**src/rtl/jk_stim_driver.sv**
```systemverilog
// ============================================================================
// jk_stim_driver
// ----------------------------------------------------------------------------
// Purpose:
//   Initiating end of a JK flip-flop self-test. Drives a fixed excitation
//   sequence (hold, set, hold, toggle, toggle, reset, toggle, reset) into an
//   external JKFF through registered j/k outputs. It keeps its own reference
//   model of the flip-flop and compares the returned q/qb against that model
//   on every checked cycle. The result is a saturating error count and a
//   pass/fail flag.
//
// Run sequence:
//   IDLE -> INIT (1 cycle, j=0 k=1 forces q=0) -> RUN (8*NUM_PASSES cycles)
//        -> DRAIN (1 cycle, last compare) -> DONE (level, waits for start)
//   start is sampled only in IDLE and DONE. While busy, start is ignored.
//
// Handshake:
//   start is a level/pulse request. It is accepted on any rising edge where
//   the block is in IDLE or DONE. busy rises on that same edge.
//   done/pass stay valid (level) until the next accepted start or rst.
//
// Parameters:
//   NUM_PASSES : number of repetitions of the 8-step sequence (1..255)
//   ERR_W      : width of the saturating mismatch counter
//
// Ports:
//   clk             in   rising-edge clock, shared with the JKFF under test
//   rst             in   synchronous active-high reset
//   start           in   begin a test run (IDLE/DONE only)
//   j, k            out  registered drives to the JKFF
//   q_in, qb_in     in   JKFF response
//   busy            out  high in INIT, RUN, DRAIN
//   done            out  high in DONE
//   pass            out  done && err_count == 0
//   err_count       out  saturating mismatch count of the current/last run
//   state_dbg       out  current FSM state encoding (debug observation)
//
// Optional feature (macro JK_STIM_FIRST_ERR_EN):
//   first_err_valid out  a mismatch has been recorded in this run
//   first_err_loc   out  {pass_cnt[7:0], step[2:0]} of the first mismatch;
//                        a DRAIN-cycle mismatch reads {NUM_PASSES[7:0], 3'd0}
// ============================================================================
module jk_stim_driver #(
    parameter int NUM_PASSES = 2,
    parameter int ERR_W      = 8
) (
    input  logic             clk,
    input  logic             rst,
    input  logic             start,
    output logic             j,
    output logic             k,
    input  logic             q_in,
    input  logic             qb_in,
    output logic             busy,
    output logic             done,
    output logic             pass,
    output logic [ERR_W-1:0] err_count,
`ifdef JK_STIM_FIRST_ERR_EN
    output logic             first_err_valid,
    output logic [10:0]      first_err_loc,
`endif
    output logic [2:0]       state_dbg
);

    // ------------------------------------------------------------------
    // State encoding
    // ------------------------------------------------------------------
    typedef enum logic [2:0] {
        S_IDLE  = 3'd0,
        S_INIT  = 3'd1,
        S_RUN   = 3'd2,
        S_DRAIN = 3'd3,
        S_DONE  = 3'd4
    } state_t;

    // ------------------------------------------------------------------
    // Excitation tables, bit i is the drive for step i.
    //   step : 0 1 2 3 4 5 6 7
    //   j    : 0 1 0 1 1 0 1 0
    //   k    : 0 0 0 1 1 1 1 1
    // ------------------------------------------------------------------
    localparam logic [7:0] J_SEQ = 8'b0101_1010;
    localparam logic [7:0] K_SEQ = 8'b1111_1000;

    localparam logic [7:0]       LAST_PASS = 8'(NUM_PASSES - 1);
    localparam logic [ERR_W-1:0] ERR_MAX   = {ERR_W{1'b1}};
    localparam logic [ERR_W-1:0] ERR_ONE   = {{(ERR_W-1){1'b0}}, 1'b1};
    localparam logic [ERR_W-1:0] ERR_ZERO  = {ERR_W{1'b0}};

    // ------------------------------------------------------------------
    // Internal state
    // ------------------------------------------------------------------
    state_t     state;
    logic       exp_q;     // reference model of the JKFF output
    logic       chk_en;    // compare enable: RUN and DRAIN cycles
    logic [2:0] step;      // position in the 8-step sequence
    logic [7:0] pass_cnt;  // completed passes in this run

    logic             mismatch;
    logic [ERR_W-1:0] err_next;
    logic [2:0]       step_nxt;

`ifdef JK_STIM_FIRST_ERR_EN
    localparam logic [7:0] NP8 = 8'(NUM_PASSES);
    logic [10:0] loc_now;
`endif

    // ------------------------------------------------------------------
    // Reference JK model: 00 hold, 01 reset, 10 set, 11 toggle.
    // ------------------------------------------------------------------
    function automatic logic jk_next(input logic jj, input logic kk,
                                     input logic qq);
        logic r;
        case ({jj, kk})
            2'b00:   r = qq;
            2'b01:   r = 1'b0;
            2'b10:   r = 1'b1;
            default: r = ~qq;
        endcase
        return r;
    endfunction

    // ------------------------------------------------------------------
    // Checker. Both rails are compared, so a JKFF whose qb does not
    // track ~q is caught even when q itself is correct.
    // ------------------------------------------------------------------
    always_comb begin
        mismatch = chk_en && ((q_in != exp_q) || (qb_in != ~exp_q));
        err_next = err_count;
        if (mismatch && (err_count != ERR_MAX)) begin
            err_next = err_count + ERR_ONE;
        end
        step_nxt = step + 3'd1;
    end

`ifdef JK_STIM_FIRST_ERR_EN
    // During DRAIN pass_cnt has already wrapped past the last pass; the
    // location is pinned explicitly so it does not depend on that detail.
    always_comb begin
        loc_now = {pass_cnt, step};
        if (state == S_DRAIN) begin
            loc_now = {NP8, 3'd0};
        end
    end
`endif

    // ------------------------------------------------------------------
    // Main FSM. All outputs are registered here.
    // ------------------------------------------------------------------
    always_ff @(posedge clk) begin
        if (rst) begin
            state     <= S_IDLE;
            j         <= 1'b0;
            k         <= 1'b0;
            busy      <= 1'b0;
            done      <= 1'b0;
            pass      <= 1'b0;
            err_count <= ERR_ZERO;
            exp_q     <= 1'b0;
            chk_en    <= 1'b0;
            step      <= 3'd0;
            pass_cnt  <= 8'd0;
`ifdef JK_STIM_FIRST_ERR_EN
            first_err_valid <= 1'b0;
            first_err_loc   <= 11'd0;
`endif
        end else begin
            // Default: accumulate mismatches. The start branch below
            // overrides this with a clear; chk_en is low there anyway.
            err_count <= err_next;

`ifdef JK_STIM_FIRST_ERR_EN
            if (mismatch && !first_err_valid) begin
                first_err_valid <= 1'b1;
                first_err_loc   <= loc_now;
            end
`endif

            case (state)
                S_IDLE, S_DONE: begin
                    j <= 1'b0;
                    k <= 1'b0;
                    if (start) begin
                        state     <= S_INIT;
                        j         <= 1'b0;
                        k         <= 1'b1;
                        busy      <= 1'b1;
                        done      <= 1'b0;
                        pass      <= 1'b0;
                        err_count <= ERR_ZERO;
`ifdef JK_STIM_FIRST_ERR_EN
                        first_err_valid <= 1'b0;
                        first_err_loc   <= 11'd0;
`endif
                    end
                end

                S_INIT: begin
                    // The JKFF takes (0,1) on this edge, so q=0 from here.
                    state    <= S_RUN;
                    exp_q    <= 1'b0;
                    chk_en   <= 1'b1;
                    step     <= 3'd0;
                    pass_cnt <= 8'd0;
                    j        <= J_SEQ[0];
                    k        <= K_SEQ[0];
                end

                S_RUN: begin
                    // Model advances with the drive the JKFF sees on this
                    // same edge, keeping exp_q aligned with the returned q.
                    exp_q <= jk_next(j, k, exp_q);
                    if (step == 3'd7) begin
                        step     <= 3'd0;
                        pass_cnt <= pass_cnt + 8'd1;
                        if (pass_cnt == LAST_PASS) begin
                            state <= S_DRAIN;
                            j     <= 1'b0;
                            k     <= 1'b0;
                        end else begin
                            j <= J_SEQ[0];
                            k <= K_SEQ[0];
                        end
                    end else begin
                        step <= step_nxt;
                        j    <= J_SEQ[step_nxt];
                        k    <= K_SEQ[step_nxt];
                    end
                end

                S_DRAIN: begin
                    // Last compare happens in this cycle; the result is
                    // folded into pass using the post-compare count.
                    state  <= S_DONE;
                    chk_en <= 1'b0;
                    busy   <= 1'b0;
                    done   <= 1'b1;
                    pass   <= (err_next == ERR_ZERO);
                    j      <= 1'b0;
                    k      <= 1'b0;
                end

                default: begin
                    state  <= S_IDLE;
                    chk_en <= 1'b0;
                    busy   <= 1'b0;
                    done   <= 1'b0;
                    pass   <= 1'b0;
                    j      <= 1'b0;
                    k      <= 1'b0;
                end
            endcase
        end
    end

    assign state_dbg = state;

endmodule

```
**config.mk**
```make
export PLATFORM = sky130hd
export DESIGN_NAME = jk_stim_driver
export DESIGN_NICKNAME = d
export VERILOG_FILES = /design/src/rtl/jk_stim_driver.sv
export SDC_FILE = /design/constraint.sdc
export NUM_CORES = 1
export LEC_CHECK = 0
export ABC_AREA = 1
export BUFFER_PORTS_ARGS = -buffer_cell sky130_fd_sc_hd__buf_2
export CORE_MARGIN = 2
export CORE_UTILIZATION = 64
export CTS_BUF_LIST = sky130_fd_sc_hd__clkbuf_8
export CTS_CLUSTER_DIAMETER = 100
export DETAILED_ROUTE_END_ITERATION = 7
export HOLD_SLACK_MARGIN = 0.12
export PLACE_DENSITY = 0.87
export RECOVER_POWER = 25
export SLEW_MARGIN = 30
export SYNTH_ARGS = -nofsm -noshare
export SYNTH_HDL_FRONTEND = slang
export SYNTH_SLANG_ARGS = --single-unit
```
**constraint.sdc**
```tcl
create_clock -name clk -period 4.1 [get_ports clk]
set_input_delay 0.41 -clock clk [delete_from_list [all_inputs] [get_ports clk]]
set_output_delay 0.41 -clock clk [all_outputs]
set_load 0.05 [all_outputs]
```
==> results of run 1 <==
==> layout make-up <==
| class | instances | area [um2] |
|---|---|---|
| Clock buffer | 6 | 82.6 |
| Clock inverter | 1 | 3.75 |
| Fill cell | 208 | 642 |
| Inverter | 37 | 139 |
| Multi-Input combinational cell | 158 | 832 |
| Sequential cell | 29 | 581 |
| Tap cell | 30 | 37.5 |
| Timing Repair Buffer | 20 | 92.6 |
==> through the flow <==
stage	utilization, %	setup slack [ns]	cells
final	73.4	2.05	281
after global routing	73.4	1.80	281
after CTS	74.8	2.46	281
after detailed placement	71.2	2.47	274
after global placement	71.2	2.55	274
after floorplan	-	2.22	225
==> synthesized netlist by cell type, types with 3 or more instances <==
cell type	number
o21ai_0	8
a21oi_1	14
inv_1	37
nor3_1	5
dfxtp_1	29
nand3_1	15
nand2_1	54
nand2_2	3
ha_1	8
nor2_1	28
==> logic make-up (layout without fill, tap and decap cells) <==
logic type	after synthesis	in the layout	synth area share, %
adder cells (fa/ha/maj)	8	8	6.33
AND/OR/NAND/NOR	119	119	36.6
AO/OA/AOI/OAI	28	28	9.65
XOR/XNOR	3	3	1.66
flip-flops	29	29	36.7
buffers and inverters	38	64	9.02
==> registers in the layout (all words and copies together) (netlist names), 3 cells and up <==
signal     count
state_dbg      3
pass_cnt       8
err_count      8
step           3
==> per-layer routing <==
layer  track usage [%]  vias up
li1                  -      768
met1              31.5      650
met2              42.5       30
met3              8.89        5
met4              8.97        0
met5                 0        -
==> layout by cell type, fill, tap and decap left out, types with 2 or more instances in the layout <==
cell type,netlist,routed
xor2_1,2,2
clkbuf_8,0,6
a211oi_1,2,2
a21oi_1,14,14
nor3b_1,2,2
inv_1,37,38
nand2_2,3,3
nor3_1,5,6
dfxtp_1,29,29
nand3_1,15,15
o22ai_1,2,2
o21ai_0,8,8
nor2_1,28,29
nand2_1,54,55
buf_2,0,14
ha_1,8,8
clkbuf_1,1,6
==> how the worst max path moves through the flow <==
stage | to | slack (ns) | depth (start not counted)
detailed placement | pass | 2.47 | 11
global placement | pass | 2.55 | 11
CTS | pass | 2.46 | 11
finish | pass_cnt[7] | 2.05 | 9
floorplan | pass | 2.22 | 11
global route | pass_cnt[7] | 1.80 | 9
==> power groups by stage <==
stage                     logic, mW  registers [mW]  clock network [mW]
after floorplan               0.135           0.394                   0
after global placement        0.244           0.335                   0
after detailed placement      0.248           0.336                   0
after CTS                     0.250           0.330               0.237
after global routing          0.270           0.333               0.250
final                         0.242           0.329               0.232
==> critical path: stages (launching register included) <==
cell,delay [ns]
dfxtp_1,0.35
inv_1,0.09
nor3_1,0.66
nand2_4,0.07
nand2_1,0.25
nand3_4,0.12
nor3_4,0.15
nand2_2,0.07
o21bai_1,0.13
nor2_1,0.05
==> results.json, run 1 <==
{
  "rsz0062_at_grt": "no",
  "initial_core_util_pct": 65.6,
  "endpoint_kind": "flip-flop",
  "avgViaCountPerCell": 5.17,
  "yosysTopAreaCell": "dfxtp_1",
  "synthCells": 225,
  "pwr_density_cell_nw_per_um2": 454,
  "area_growth_pct": 11.8,
  "grt_pass1_wl_mm": 5.29,
  "drive_gt1_share_pct": 11.6,
  "path_class": "flip-flop to flip-flop",
  "final_antenna_net_count": 0,
  "grt_use_total_pct": 25.9,
  "clkTransAtPathRegs_ns": 0.06,
  "max-slew-margin-rel_pct": 43.1,
  "final_cell_area_um2": 1770,
  "yosysUniqueCellTypes": 27,
  "synth-seq-area-share_pct": 36.7,
  "cts_made_buffers": 5,
  "place_area_um2": 1720,
  "switchingPower_uw": 307,
  "leakagePower_nw": 0.800,
  "drt_iter0_markers": 36,
  "synth_edf_count": 0,
  "cp.arrival_ns": 2.22,
  "p_int_uw": 495,
  "hold_viol": 0,
  "drc_errors": 0,
  "vdd_ir_drop_max_mv": 0.417,
  "r2r-start": "state_dbg[1]",
  "setup-tns-final_ns": 0,
  "r2r_cells": 9,
  "diodes": 0,
  "cts_sinks": 29,
  "wl_per_cell_um": 11.4,
  "finalCriticalPeriod_ns": 2.05,
  "fin_skew_ns": 0.00657,
  "highest_layer": "met4",
  "holdCritPathClass": "input port to flip-flop",
  "cts.repair.resized": 0,
  "grt_max_degree": 14,
  "finalPower_uw": 803,
  "io_pins": 21,
  "status": "complete, no violations",
  "synth_top_area_share_pct": 36.7,
  "p_comb_share_pct": 30.1,
  "first_pass_iters": 4,
  "setup_viol": 0,
  "min_to": "pass_cnt[1]",
  "cts_hold_buf": 0,
  "synth_warnings": 0,
  "insertion_delay_ns": 0.28,
  "cts_tree": "built",
  "die_y_um": 53.7,
  "drv_slew": 0,
  "postSynth.asyncResetShare_pct": 0,
  "io_buffers": 20,
  "crit-reg2reg-capture": "pass_cnt[7]",
  "hpwlAfterDp_mm": 2.35,
  "ctsRootBufferMaster": "clkbuf_8",
  "ys.flop_type": "dfxtp_1",
  "r2r_slack_ns": 2.05,
  "gp_congestion": 0.838,
  "worstSetupStartpointType": "flip-flop",
  "power.switching_fraction_pct": 38.3,
  "m1WireLength_mm": 1.52,
  "nets": 264,
  "fmax_mhz": 489,
  "cts.path.max_buffers": 2,
  "syn-num-nets": 238,
  "required_ns": 4.27,
  "netlist_top_cells_area": "dfxtp_1, nand2_1, inv_1",
  "core_area_um2": 2410,
  "h-tree-depth": 2,
  "dieArea_um2": 2880,
  "startpoint": "state_dbg[1]",
  "layout_worst_path_cycle_share_pct": 49.9,
  "post_cts_buffers": 0,
  "ys_ff_latch": 29,
  "synthesis.area_um2": 1580,
  "clockPowerShare_pct": 29.0,
  "hold_start": "rst",
  "crit_fanout": 7,
  "overflow": 0,
  "wl_met2_mm": 1.48,
  "seq_power_share_pct": 40.9,
  "worst_slew_pin_slew_ns": 0.846,
  "maxCapViolCount": 0,
  "worst_hold_slack_ns": 0.466,
  "wl_met3_um": 171,
  "antenna_found_initial": 0,
  "die_w_um": 53.7,
  "vias": 1453,
  "grt_pass1_vias": 1278,
  "drt_wl_total_mm": 3.21,
  "avgSynthCellArea_um2": 7.03,
  "num_rows": 18,
  "hold_path_depth": 2
}
Note: power is estimated with default switching activity, not from simulation.
==> run 2, diff against run 1 <==
CORE_UTILIZATION = 53   (was 64)
PLACE_DENSITY = 0.77   (was 0.87)
clock period = 1.8 ns   (was 4.1 ns; I/O delays follow)
==> results.json, run 2 (synthesized netlist as in run 1, its figures left out) <==
{
  "cts_sinks": 29,
  "violations": "DRC",
  "layout_commonest_cell": "nand2_1",
  "cts_made_buffers": 5,
  "grt-busiest-layer": "met2",
  "worstSetupStartpointType": "flip-flop",
  "utilization_pct": 63.5,
  "ctsRootBufferMaster": "clkbuf_8",
  "gp_congestion": 0.814,
  "grt_pass1_vias": 1260,
  "drt_wl_total_mm": 3.10,
  "r2r_slack_ns": 0.19,
  "overflow": 0,
  "mostFrequentLayoutCells": "nand2_1, inv_1, nor2_1, dfxtp_1, nand3_1",
  "fin_skew_ns": 0.00443,
  "crit_fanout": 5,
  "area_growth_pct": 12.7,
  "cts.path.max_buffers": 2,
  "die_w_um": 58.6,
  "required_ns": 1.96,
  "cts.repair.resized": 0,
  "vias": 1404,
  "cp_slowest_cell": "dfxtp_2",
  "num_rows": 19,
  "endpoint_kind": "flip-flop",
  "use_met3_pct": 6.59,
  "final_antenna_net_count": 0,
  "diodes": 0,
  "cts_tree": "built",
  "maxCapViolCount": 0,
  "vdd_ir_drop_max_mv": 0.584,
  "crit_cells": 9,
  "avgViaCountPerCell": 5.00,
  "finalPower_mw": 1.80,
  "layout_worst_path_cycle_share_pct": 89.5,
  "rsz0062_at_grt": "no",
  "grt_pass1_wl_mm": 5.33,
  "pwr_density_cell_nw_per_um2": 1010,
  "path_buf_inv": 0,
  "hpwlAfterDp_mm": 2.28,
  "first_pass_iters": 6,
  "setup_viol": 0,
  "core_area_um2": 2810,
  "dieArea_um2": 3440,
  "grt_use_total_pct": 20.8,
  "crit_top_cell": "nor2_1",
  "hold_viol": 0,
  "max-slew-margin-rel_pct": 59.2,
  "drive_gt1_share_pct": 12.4,
  "cp.arrival_ns": 1.77,
  "hold_path_depth": 3,
  "setup-tns-final_ns": 0,
  "grt_max_degree": 14,
  "clkTransAtPathRegs_ns": 0.06,
  "r2r_cells": 9,
  "grtUsageMet1_pct": 28.1,
  "use_met2_pct": 30.2,
  "insertion_delay_ns": 0.28,
  "wl_per_cell_um": 11.0,
  "place_area_um2": 1720,
  "leakagePower_nw": 0.776,
  "holdCritPathClass": "input port to flip-flop",
  "cts_hold_buf": 0,
  "drc_errors": 1,
  "finalCriticalPeriod_ns": 1.61,
  "io_pins": 21,
  "nets": 264,
  "reg_top3": "err_count x8, pass_cnt x8",
  "final_cell_area_um2": 1780,
  "drt_iter0_markers": 37,
  "fmax_mhz": 620,
  "critPathTopFamily": "simple AND/OR/NAND/NOR gates",
  "antenna_found_initial": 0,
  "crit_chain": "ha_1 > nand3_2 > nor2_1 > nor2_1 > nand2_1 > o21ai_0 > nor2_1 > nand3_1 > a21oi_1",
  "worst_slew_pin_slew_ns": 0.615,
  "drv_slew": 0,
  "status": "finished with violations",
  "path_class": "flip-flop to flip-flop",
  "die_y_um": 58.6,
  "h-tree-depth": 2,
  "cpPeakStageDelay_ns": 0.33,
  "initial_core_util_pct": 56.4,
  "post_cts_buffers": 0,
  "io_buffers": 20
}
run 2: changes by cell type in the layout (fill, tap and decap cells not counted), sizes merged:
cell / previous run / this run
buf: 14 / 10
clkbuf: 12 / 15
clkinv: 0 / 1
inv: 38 / 37
run 2: routing by layer:
metal / wire (um) / part of all wire, % / vias up
met5: 0 / 0 / -
met4: 66 / 2.1 / 0
met3: 179 / 5.8 / 5
met2: 1330 / 43 / 29
met1: 1520 / 49 / 609
li1: - / - / 761
run 2: cell type report:
| class | count | area [um2] |
|---|---|---|
| Timing Repair Buffer | 20 | 87.6 |
| Clock inverter | 1 | 5.00 |
| Inverter | 37 | 139 |
| Sequential cell | 29 | 584 |
| Tap cell | 31 | 38.8 |
| Multi-Input combinational cell | 158 | 858 |
| Fill cell | 262 | 1020 |
| Clock buffer | 5 | 68.8 |
run 2: worst min-delay path, cell delays in order:
cell	delay [ns]
buf_2	0.10
nand2_1	0.10
a21oi_1	0.07
run 2: stage by stage:
step                setup slack (ns)  std cells  hold WS [ns]
global route                  0.0256        281         0.248
finish                         0.188        281         0.222
CTS                            0.186        281         0.224
detailed placement             0.218        275         0.458
floorplan                     0.0787        225         0.258
global placement               0.255        275         0.450
run 2: path summary, 6_finish.rpt:
path,startpoint,endpoint
worst max-delay path,err_count[0],pass
worst min-delay path,start,k
worst max register to register,err_count[0],pass
worst min register to register,busy,busy
run 2: report_power, final:
group / switching, mW / internal [mW] / leakage [nW] / total (mW)
logic: 0.421 / 0.139 / 0.500 / 0.560
clock network: 0.233 / 0.253 / 0.0399 / 0.486
registers: 0.0536 / 0.701 / 0.236 / 0.754
==> run 3, diff against run 2 <==
BUFFER_PORTS_ARGS = -buffer_cell sky130_fd_sc_hd__buf_4   (was -buffer_cell sky130_fd_sc_hd__buf_2)
==> results.json, run 3 (synthesized netlist as in run 1, its figures left out) <==
{
  "status": "finished with violations",
  "violations": "DRC",
  "cpPeakStageDelay_ns": 0.34,
  "maxCapViolCount": 0,
  "worst_hold_slack_ns": 0.162,
  "cts.path.max_buffers": 2,
  "ctsRootBufferMaster": "clkbuf_8",
  "crit_fanout": 5,
  "grt_use_total_pct": 20.3,
  "grt_pass1_vias": 1269,
  "path_class": "flip-flop to flip-flop",
  "rsz0062_at_grt": "no",
  "diodes": 0,
  "insertion_delay_ns": 0.28,
  "finalCriticalPeriod_ns": 1.58,
  "clkTransAtPathRegs_ns": 0.06,
  "pre_cts_slack_ns": 0.209,
  "finalPower_mw": 1.92,
  "cts_sinks": 29,
  "worstSetupStartpointType": "flip-flop",
  "grt_pass1_wl_mm": 5.20,
  "drive_gt1_share_pct": 13.9,
  "die_y_um": 58.6,
  "drv_slew": 0,
  "cts_made_buffers": 5,
  "gp_congestion": 0.837,
  "core_area_um2": 2810,
  "worst_slew_pin_slew_ns": 0.624,
  "endpoint_kind": "flip-flop",
  "max-slew-margin-rel_pct": 58.6,
  "fin_ws_ns": 0.218,
  "wl_per_cell_um": 11.0,
  "layout.cells.non_filler": 283,
  "mostFrequentLayoutCells": "nand2_1, inv_1, nor2_1, dfxtp_1, nand3_1",
  "cts_hold_buf": 0,
  "cts_tree": "built",
  "hold_viol": 0,
  "r2r_cells": 10,
  "hold_path_depth": 2,
  "cp.arrival_ns": 1.80,
  "io_buffers": 20,
  "overflow": 0,
  "area_growth_pct": 16.6,
  "vdd_ir_drop_max_mv": 0.839,
  "first_pass_iters": 6,
  "crit_cells": 10,
  "grt_max_degree": 14,
  "final_cell_area_um2": 1840,
  "crit_chain": "ha_2 > nand3_2 > nor2_1 > nor2_1 > nand2_1 > nand2_1 > nand2_1 > nor2_1 > nand3_1 > a21oi_1",
  "initial_core_util_pct": 56.4,
  "hpwlAfterDp_mm": 2.28,
  "setup_viol": 0,
  "setup-tns-final_ns": 0,
  "leakagePower_nw": 0.792,
  "pwr_density_cell_nw_per_um2": 1040,
  "nets": 264,
  "dieArea_um2": 3440,
  "cp_slowest_cell": "dfxtp_2",
  "required_ns": 2.02,
  "drc_errors": 1,
  "path_buf_inv": 0,
  "dpl.cell_count": 275,
  "h-tree-depth": 2,
  "drt_wl_total_mm": 3.11,
  "drt_iter0_markers": 53,
  "io_pins": 21,
  "reg_top3": "err_count x8, pass_cnt x8",
  "vias": 1439,
  "avgViaCountPerCell": 5.08,
  "fin_skew_ns": 0.00599,
  "die_w_um": 58.6,
  "layout_commonest_cell": "nand2_1",
  "utilization_pct": 65.7,
  "antenna_found_initial": 0,
  "final_antenna_net_count": 0,
  "layout_worst_path_cycle_share_pct": 87.9,
  "place_area_um2": 1770,
  "fmax_mhz": 632,
  "num_rows": 19,
  "holdCritPathClass": "input port to flip-flop",
  "critPathTopFamily": "simple AND/OR/NAND/NOR gates"
}
run 3: worst register-to-register path, stage by stage (launching register included):
cell and delay (ns):
dfxtp_2 0.34, ha_2 0.20, nand3_2 0.12, nor2_1 0.07, nor2_1 0.26, nand2_1 0.11
nand2_1 0.09, nand2_1 0.06, nor2_1 0.08, nand3_1 0.08, a21oi_1 0.12
run 3: layout make-up:
| class | instances | area, um2 |
|---|---|---|
| fillers | 266 | 961 |
| multi-input cells | 158 | 868 |
| flip-flops and latches | 29 | 584 |
| well taps | 31 | 38.8 |
| clock buffers | 7 | 96.3 |
| clock inverters | 1 | 5.00 |
| repair buffers | 20 | 113 |
| inverters | 37 | 139 |
run 3: worst paths after layout:
kind	startpoint	end	slack (ns)
worst max-delay path	err_count[0]	pass	0.22
worst min-delay path	rst	pass_cnt[1]	0.16
worst max register to register	err_count[0]	pass	0.22
worst min register to register	busy	busy	0.46
run 3: repair_timing:
item                                   in CTS  in global routing
endpoints found under the hold margin       0                  0
setup buffers                               0                  0
resized for setup                           0                  3
setup endpoints to repair                   0                  1
run 3: per-layer routing:
layer  routed length (um)  up-vias  part of all wire (%)  global-route usage, %
met3                  148        8                   4.8                   7.03
met5                    0        -                     0                      0
met4                   87        0                   2.8                   10.4
li1                     -      761                     -                      -
met2                 1270       28                    41                   28.6
met1                 1610      642                    52                   27.7
run 3: power breakdown:
group	switching, mW	total [mW]	internal (mW)	leakage (nW)
clock network	0.251	0.596	0.345	0.0542
registers	0.0552	0.756	0.700	0.236
logic	0.425	0.573	0.149	0.502
total	0.731	1.92	1.19	0.792
